File: src/rtl/gpio_board_bridge.sv
// Board-side GPIO-A bridge: debounced switches with sticky change flags on the
// read word, and LEDs driven static / blink / PWM from the write word.
module gpio_board_sw_lane #(
  parameter int DEBOUNCE_CYCLES = 65536
) (
  input  logic io_mainClk,
  input  logic io_asyncReset,
  input  logic sw_i,
  input  logic clr_i,
  output logic stable_o,
  output logic flag_o
);
  localparam int CW = $clog2(DEBOUNCE_CYCLES);
  localparam logic [CW-1:0] CNT_MAX = CW'(DEBOUNCE_CYCLES - 1);

  logic [1:0]    sync_q;
  logic          stable_q, stable_d;
  logic          flag_q, flag_d;
  logic [CW-1:0] cnt_q, cnt_d;
  logic          mism, fire;

  always_comb begin
    mism     = sync_q[1] ^ stable_q;
    fire     = mism && (cnt_q == CNT_MAX);
    cnt_d    = (!mism || fire) ? '0 : cnt_q + 1'b1;
    stable_d = fire ? sync_q[1] : stable_q;
    // a toggle in the same cycle as a clear keeps the flag
    flag_d   = fire | (flag_q & ~clr_i);
  end

  always_ff @(posedge io_mainClk or posedge io_asyncReset) begin
    if (io_asyncReset) begin
      sync_q   <= '0;
      stable_q <= 1'b0;
      cnt_q    <= '0;
      flag_q   <= 1'b0;
    end else begin
      sync_q   <= {sync_q[0], sw_i};
      stable_q <= stable_d;
      cnt_q    <= cnt_d;
      flag_q   <= flag_d;
    end
  end

  assign stable_o = stable_q;
  assign flag_o   = flag_q;
endmodule

module gpio_board_bridge #(
  parameter int NUM_SW          = 4,
  parameter int NUM_LED         = 5,
  parameter int DEBOUNCE_CYCLES = 65536,
  parameter int BLINK_BITS      = 24
) (
  input  logic               io_mainClk,
  input  logic               io_asyncReset,
  input  logic [NUM_SW-1:0]  sw,
  output logic [NUM_LED-1:0] io_led,
  output logic [31:0]        io_gpioA_read,
  input  logic [31:0]        io_gpioA_write,
  input  logic [31:0]        io_gpioA_writeEnable
);
  logic [31:0]           ctl;
  logic [1:0]            mode;
  logic [7:0]            duty;
  logic                  ctl31_q, clr_q, clr_d;
  logic [NUM_SW-1:0]     stable, flag;
  logic [7:0]            stable8, flag8;
  logic [31:0]           read_q, read_d;
  logic [BLINK_BITS-1:0] blink_q;
  logic [7:0]            pwm_q;
  logic [NUM_LED-1:0]    led_q, led_d, on;
  logic                  unused_ctl;

  assign ctl        = io_gpioA_write & io_gpioA_writeEnable;
  assign mode       = ctl[9:8];
  assign duty       = ctl[23:16];
  assign clr_d      = ctl[31] & ~ctl31_q;
  assign unused_ctl = ^ctl;

  for (genvar g = 0; g < NUM_SW; g++) begin : g_lane
    gpio_board_sw_lane #(.DEBOUNCE_CYCLES(DEBOUNCE_CYCLES)) u_lane (
      .io_mainClk   (io_mainClk),
      .io_asyncReset(io_asyncReset),
      .sw_i         (sw[g]),
      .clr_i        (clr_q),
      .stable_o     (stable[g]),
      .flag_o       (flag[g])
    );
  end

  always_comb begin
    stable8               = '0;
    flag8                 = '0;
    stable8[NUM_SW-1:0]   = stable;
    flag8[NUM_SW-1:0]     = flag;
    read_d                = {15'b0, |flag, flag8, stable8};
  end

  // counters are compared at their pre-edge value, so LEDs track ctl with one register
  always_comb begin
    case (mode)
      2'b01:   on = {NUM_LED{blink_q[BLINK_BITS-1]}};
      2'b10:   on = {NUM_LED{pwm_q < duty}};
      default: on = '1;
    endcase
    led_d = ctl[NUM_LED-1:0] & on;
  end

  always_ff @(posedge io_mainClk or posedge io_asyncReset) begin
    if (io_asyncReset) begin
      ctl31_q <= 1'b0;
      clr_q   <= 1'b0;
      read_q  <= '0;
      blink_q <= '0;
      pwm_q   <= '0;
      led_q   <= '0;
    end else begin
      ctl31_q <= ctl[31];
      clr_q   <= clr_d;
      read_q  <= read_d;
      blink_q <= blink_q + 1'b1;
      pwm_q   <= pwm_q + 1'b1;
      led_q   <= led_d;
    end
  end

  assign io_led        = led_q;
  assign io_gpioA_read = read_q;
endmodule

File: config.mk
export PLATFORM = sky130hd
export DESIGN_NAME = gpio_board_bridge
export DESIGN_NICKNAME = d
export VERILOG_FILES = /design/src/rtl/gpio_board_bridge.sv
export SDC_FILE = /design/constraint.sdc
export NUM_CORES = 1
export LEC_CHECK = 0
export ABC_AREA = 0
export CAP_MARGIN = 20
export CORE_ASPECT_RATIO = 0.75
export CORE_MARGIN = 1
export CORE_UTILIZATION = 45
export CTS_CLUSTER_SIZE = 24
export DETAILED_ROUTE_END_ITERATION = 10
export GPL_TIMING_DRIVEN = 0
export PLACE_DENSITY_LB_ADDON = 0.15
export REMOVE_ABC_BUFFERS = 1
export SETUP_SLACK_MARGIN = 0.4
export SYNTH_ARGS = -nofsm -noshare
export SYNTH_HDL_FRONTEND = slang
export SYNTH_HIERARCHICAL = 1
export SYNTH_SLANG_ARGS = --single-unit
File: constraint.sdc
create_clock -name io_mainClk -period 2.7 [get_ports io_mainClk]
set_input_delay 0.405 -clock io_mainClk [delete_from_list [all_inputs] [get_ports io_mainClk]]
set_output_delay 0.405 -clock io_mainClk [all_outputs]
set_load 0.01 [all_outputs]
==> flow_summary.json <==
{
  "power_frac_clock_pct": 51.6,
  "setup_tns_ns": 0,
  "final_common_cell": "dfrtp_1",
  "wire_length_of_the_first_global_routing_pass_mm": 17.95,
  "cts_tree": "done",
  "synth_area_mm2": 0.005967,
  "critical_path_required_ns": 2.98,
  "grt_start_max_net_pins": 43,
  "power_switching_mw": 0.9785,
  "route.detailed.drc": 0,
  "worst_hold_path_type": "reg2reg",
  "timing_max_transition_violations_final": 0,
  "sw_frac_of_total_pct": 21.79,
  "gr-usage-all-layers_pct": 17.02,
  "floorplan.core_area_mm2": 0.01297,
  "yosysSeqAreaShare_pct": 53.68,
  "synth.largest_area_cell": "dfrtp_1",
  "first_global_vias": 3888,
  "ys.warnings.count": 6,
  "fin_total_pwr_mw": 4.491,
  "worstPathArrival_ns": 2.11,
  "final-seq-area_mm2": 0.003203,
  "tightest_slew_ns": 0.7541,
  "detail_route.iter0.violations": 129,
  "postLayoutSetupSlackWorst_ns": 0.8674,
  "detailedPlace.worstSlack_ns": 0.4374,
  "num-nets-final": 694,
  "syn_avg_cell_area_um2": 10.99,
  "dieHeight_um": 101.7,
  "cts.repair.resized": 0,
  "rsz0062_at_grt": "false",
  "final.min_clock_period_ns": 1.833,
  "layout_worst_path_cycle_share_pct": 67.88,
  "ant_nets": 0,
  "multi_input_comb_area_mm2": 0.002535,
  "layoutNonFillerInstCount": 793,
  "clock_latency_on_the_worst_skew_pair_ns": 0.41,
  "fp-row-count": 36,
  "placed_cell_count": 761,
  "cts_hold_buffers": 0,
  "worstSetupPathType": "reg2reg",
  "post_synth_num_cell_types": 33,
  "max_clock_freq_mhz": 545.7,
  "hpwl_mm": 7.311,
  "postCtsSetupRepairBufs": 0,
  "clock_skews_ns": 0.007270,
  "numClockSinks": 128,
  "crit_path_max_fanout": 14,
  "clk_pin_slew_worst_paths_ns": 0.06,
  "antenna-diode-count": 0,
  "floorplan.initialDensity_pct": 46.00,
  "grt_antenna_before_repair": 0,
  "mostFrequentLayoutCells": "dfrtp_1, nor2_1, xnor2_1, clkdlybuf4s50_1, nand2_1",
  "htreeDepth": 4,
  "cts.root.buffer_cell": "clkbuf_16",
  "synth.top_cells.by_area": "dfrtp_1, xnor2_1, nor2_1",
  "place_congestion": 0.7952,
  "dpl_cell_area_mm2": 0.006576,
  "power.density_mw_per_mm2": 625.3,
  "cell_by_cell_trace_of_the_critical_path": "ha_1 -> nand4_4 -> nor3_4 -> a41o_2 -> nor2_1",
  "setup.worst_path.start_class": "flip-flop",
  "dr.pass1.iters": 4,
  "route.detailed.vias_per_inst": 5.040,
  "slowest_stage": "dfrtp_1",
  "synth_cells": 543,
  "cts_inserted_buffers": 17,
  "internal_power_mw": 3.512,
  "count_of_buffers_inserted_at_the_top_level_ports": 51,
  "area_growth_syn_to_layout_pct": 20.36,
  "synth.top_cell.area_share_pct": 53.68,
  "max-cap-violations": 0,
  "pwr-share-seq_pct": 44.0,
  "final-setup-viol-count": 0,
  "cts_max_path_buffers": 2,
  "slew_headroom_pct": 49.67,
  "slowest_delay_ns": 0.44,
  "globalRoute.totalOverflow": 0,
  "pin_count": 107,
  "filler_cell_count": 1133,
  "final_cell_area_mm2": 0.007182,
  "die_x_um": 135.0,
  "reg2reg_setup_slack_ns": 0.87,
  "power.ir.vdd_worst_mv": 0.4502,
  "run_status": "completed",
  "postRouteWirelength_mm": 10.53,
  "final-hold-violation-count": 0,
  "fp.dieArea_mm2": 0.01373,
  "per_cell_routed_wire_length_um": 13.28,
  "share_of_layout_cells_above_drive_strength_1_pct": 8.842,
  "comb_power_share_pct": 4.4,
  "vias": 3997,
  "p_leak_nw": 3.204,
  "register_bit_count_reported_by_yosys": 128,
  "timing.critical_path.to_type": "flip-flop"
}
[flip-flops by register name, indices dropped and copies added (netlist names)]
signal,cells
g_lane.u_lane/cnt_q,64
blink_q,24
io_gpioA_read,9
g_lane.u_lane/sync_q,8
pwm_q,8
io_led,5
g_lane.u_lane/flag_o,4
g_lane.u_lane/stable_o,4
clr_q,1
ctl31_q,1
[stage by stage]
step           utilization (%)  hold WS [ns]
6_report                 55.36        0.3491
5_1_grt                  55.36        0.3558
4_1_cts                  55.36        0.3517
3_5_place_dp             50.69        0.3402
3_3_place_gp             50.54        0.3366
2_1_floorplan                -        0.3312
[critical path, delay by kind of cell, from the launching register on]
family                     cells  cell delay, ns
adders and majority gates      1            0.29
and+or+nand+nor                3            0.56
DFF                            1            0.44
AOI/OAI and AO/OA              1            0.40
[power by group through the flow]
stage,clock (mW),sequential (mW),combinational (mW)
finish,2.32,1.98,0.198
global route,2.46,1.98,0.228
CTS,2.37,1.97,0.204
detailed placement,0,2.01,0.202
global placement,0,2.01,0.195
floorplan,0,2.00,0.106
[synthesized netlist by cell type, drive strengths merged]
cell type and instances:
nor2 86, mux2 4, xnor2 74, and4 4, dfrtp 128, ha 15, and2 2, inv 25
conb 1, nor3 14, o21ai 1, o211ai 1, nor4 17, o22ai 4, or4 1, and3 12
a41o 4, nand4 37, nor4bb 1, a21o 1, a41oi 1, nand3 29, buf 27, nor2b 2
a21oi 2, nand2 36, xor2 14
[worst paths after layout]
path	startpoint	to	cells after the start
hold reg to reg	g_lane[1].u_lane/sync_q[0]	g_lane[1].u_lane/sync_q[1]	0
max in group asynchronous	io_asyncReset	g_lane[1].u_lane/cnt_q[11]	2
min in group asynchronous	io_asyncReset	clr_q	2
setup / recovery	g_lane[1].u_lane/cnt_q[0]	g_lane[1].u_lane/cnt_q[2]	5
setup reg to reg	g_lane[1].u_lane/cnt_q[0]	g_lane[1].u_lane/cnt_q[2]	5
hold / removal	g_lane[1].u_lane/sync_q[0]	g_lane[1].u_lane/sync_q[1]	0
[area by class of cell]
| type | count | share of cell area [%] |
|---|---|---|
| Inverter | 25 | 1.307 |
| Clock buffer | 19 | 6.167 |
| Sequential cell | 128 | 44.60 |
| Multi-Input combinational cell | 385 | 35.30 |
| Tap cell | 171 | 2.979 |
| Timing Repair Buffer | 52 | 7.387 |
| Clock inverter | 13 | 2.265 |
[metal layers]
metal  vias up  track usage [%]  wire, um
li1       1950                -         -
met1      1924            22.49      5038
met2       107            26.76      4800
met3        16            4.605       519
met4         0            6.914       175
met5         -                0         0
[kinds of logic after synthesis]
| family | Yosys count | synth area share (%) |
|---|---|---|
| buf+inv | 52 | 5.221 |
| simple gates | 241 | 22.14 |
| compound gates | 14 | 1.824 |
| xor+xnor | 88 | 12.92 |
| flops | 128 | 53.68 |
| fa+ha+maj | 15 | 3.145 |
| other cells | 1 | 0.06285 |
| mux | 4 | 1.007 |
Note: power is estimated with default switching activity, not from simulation.
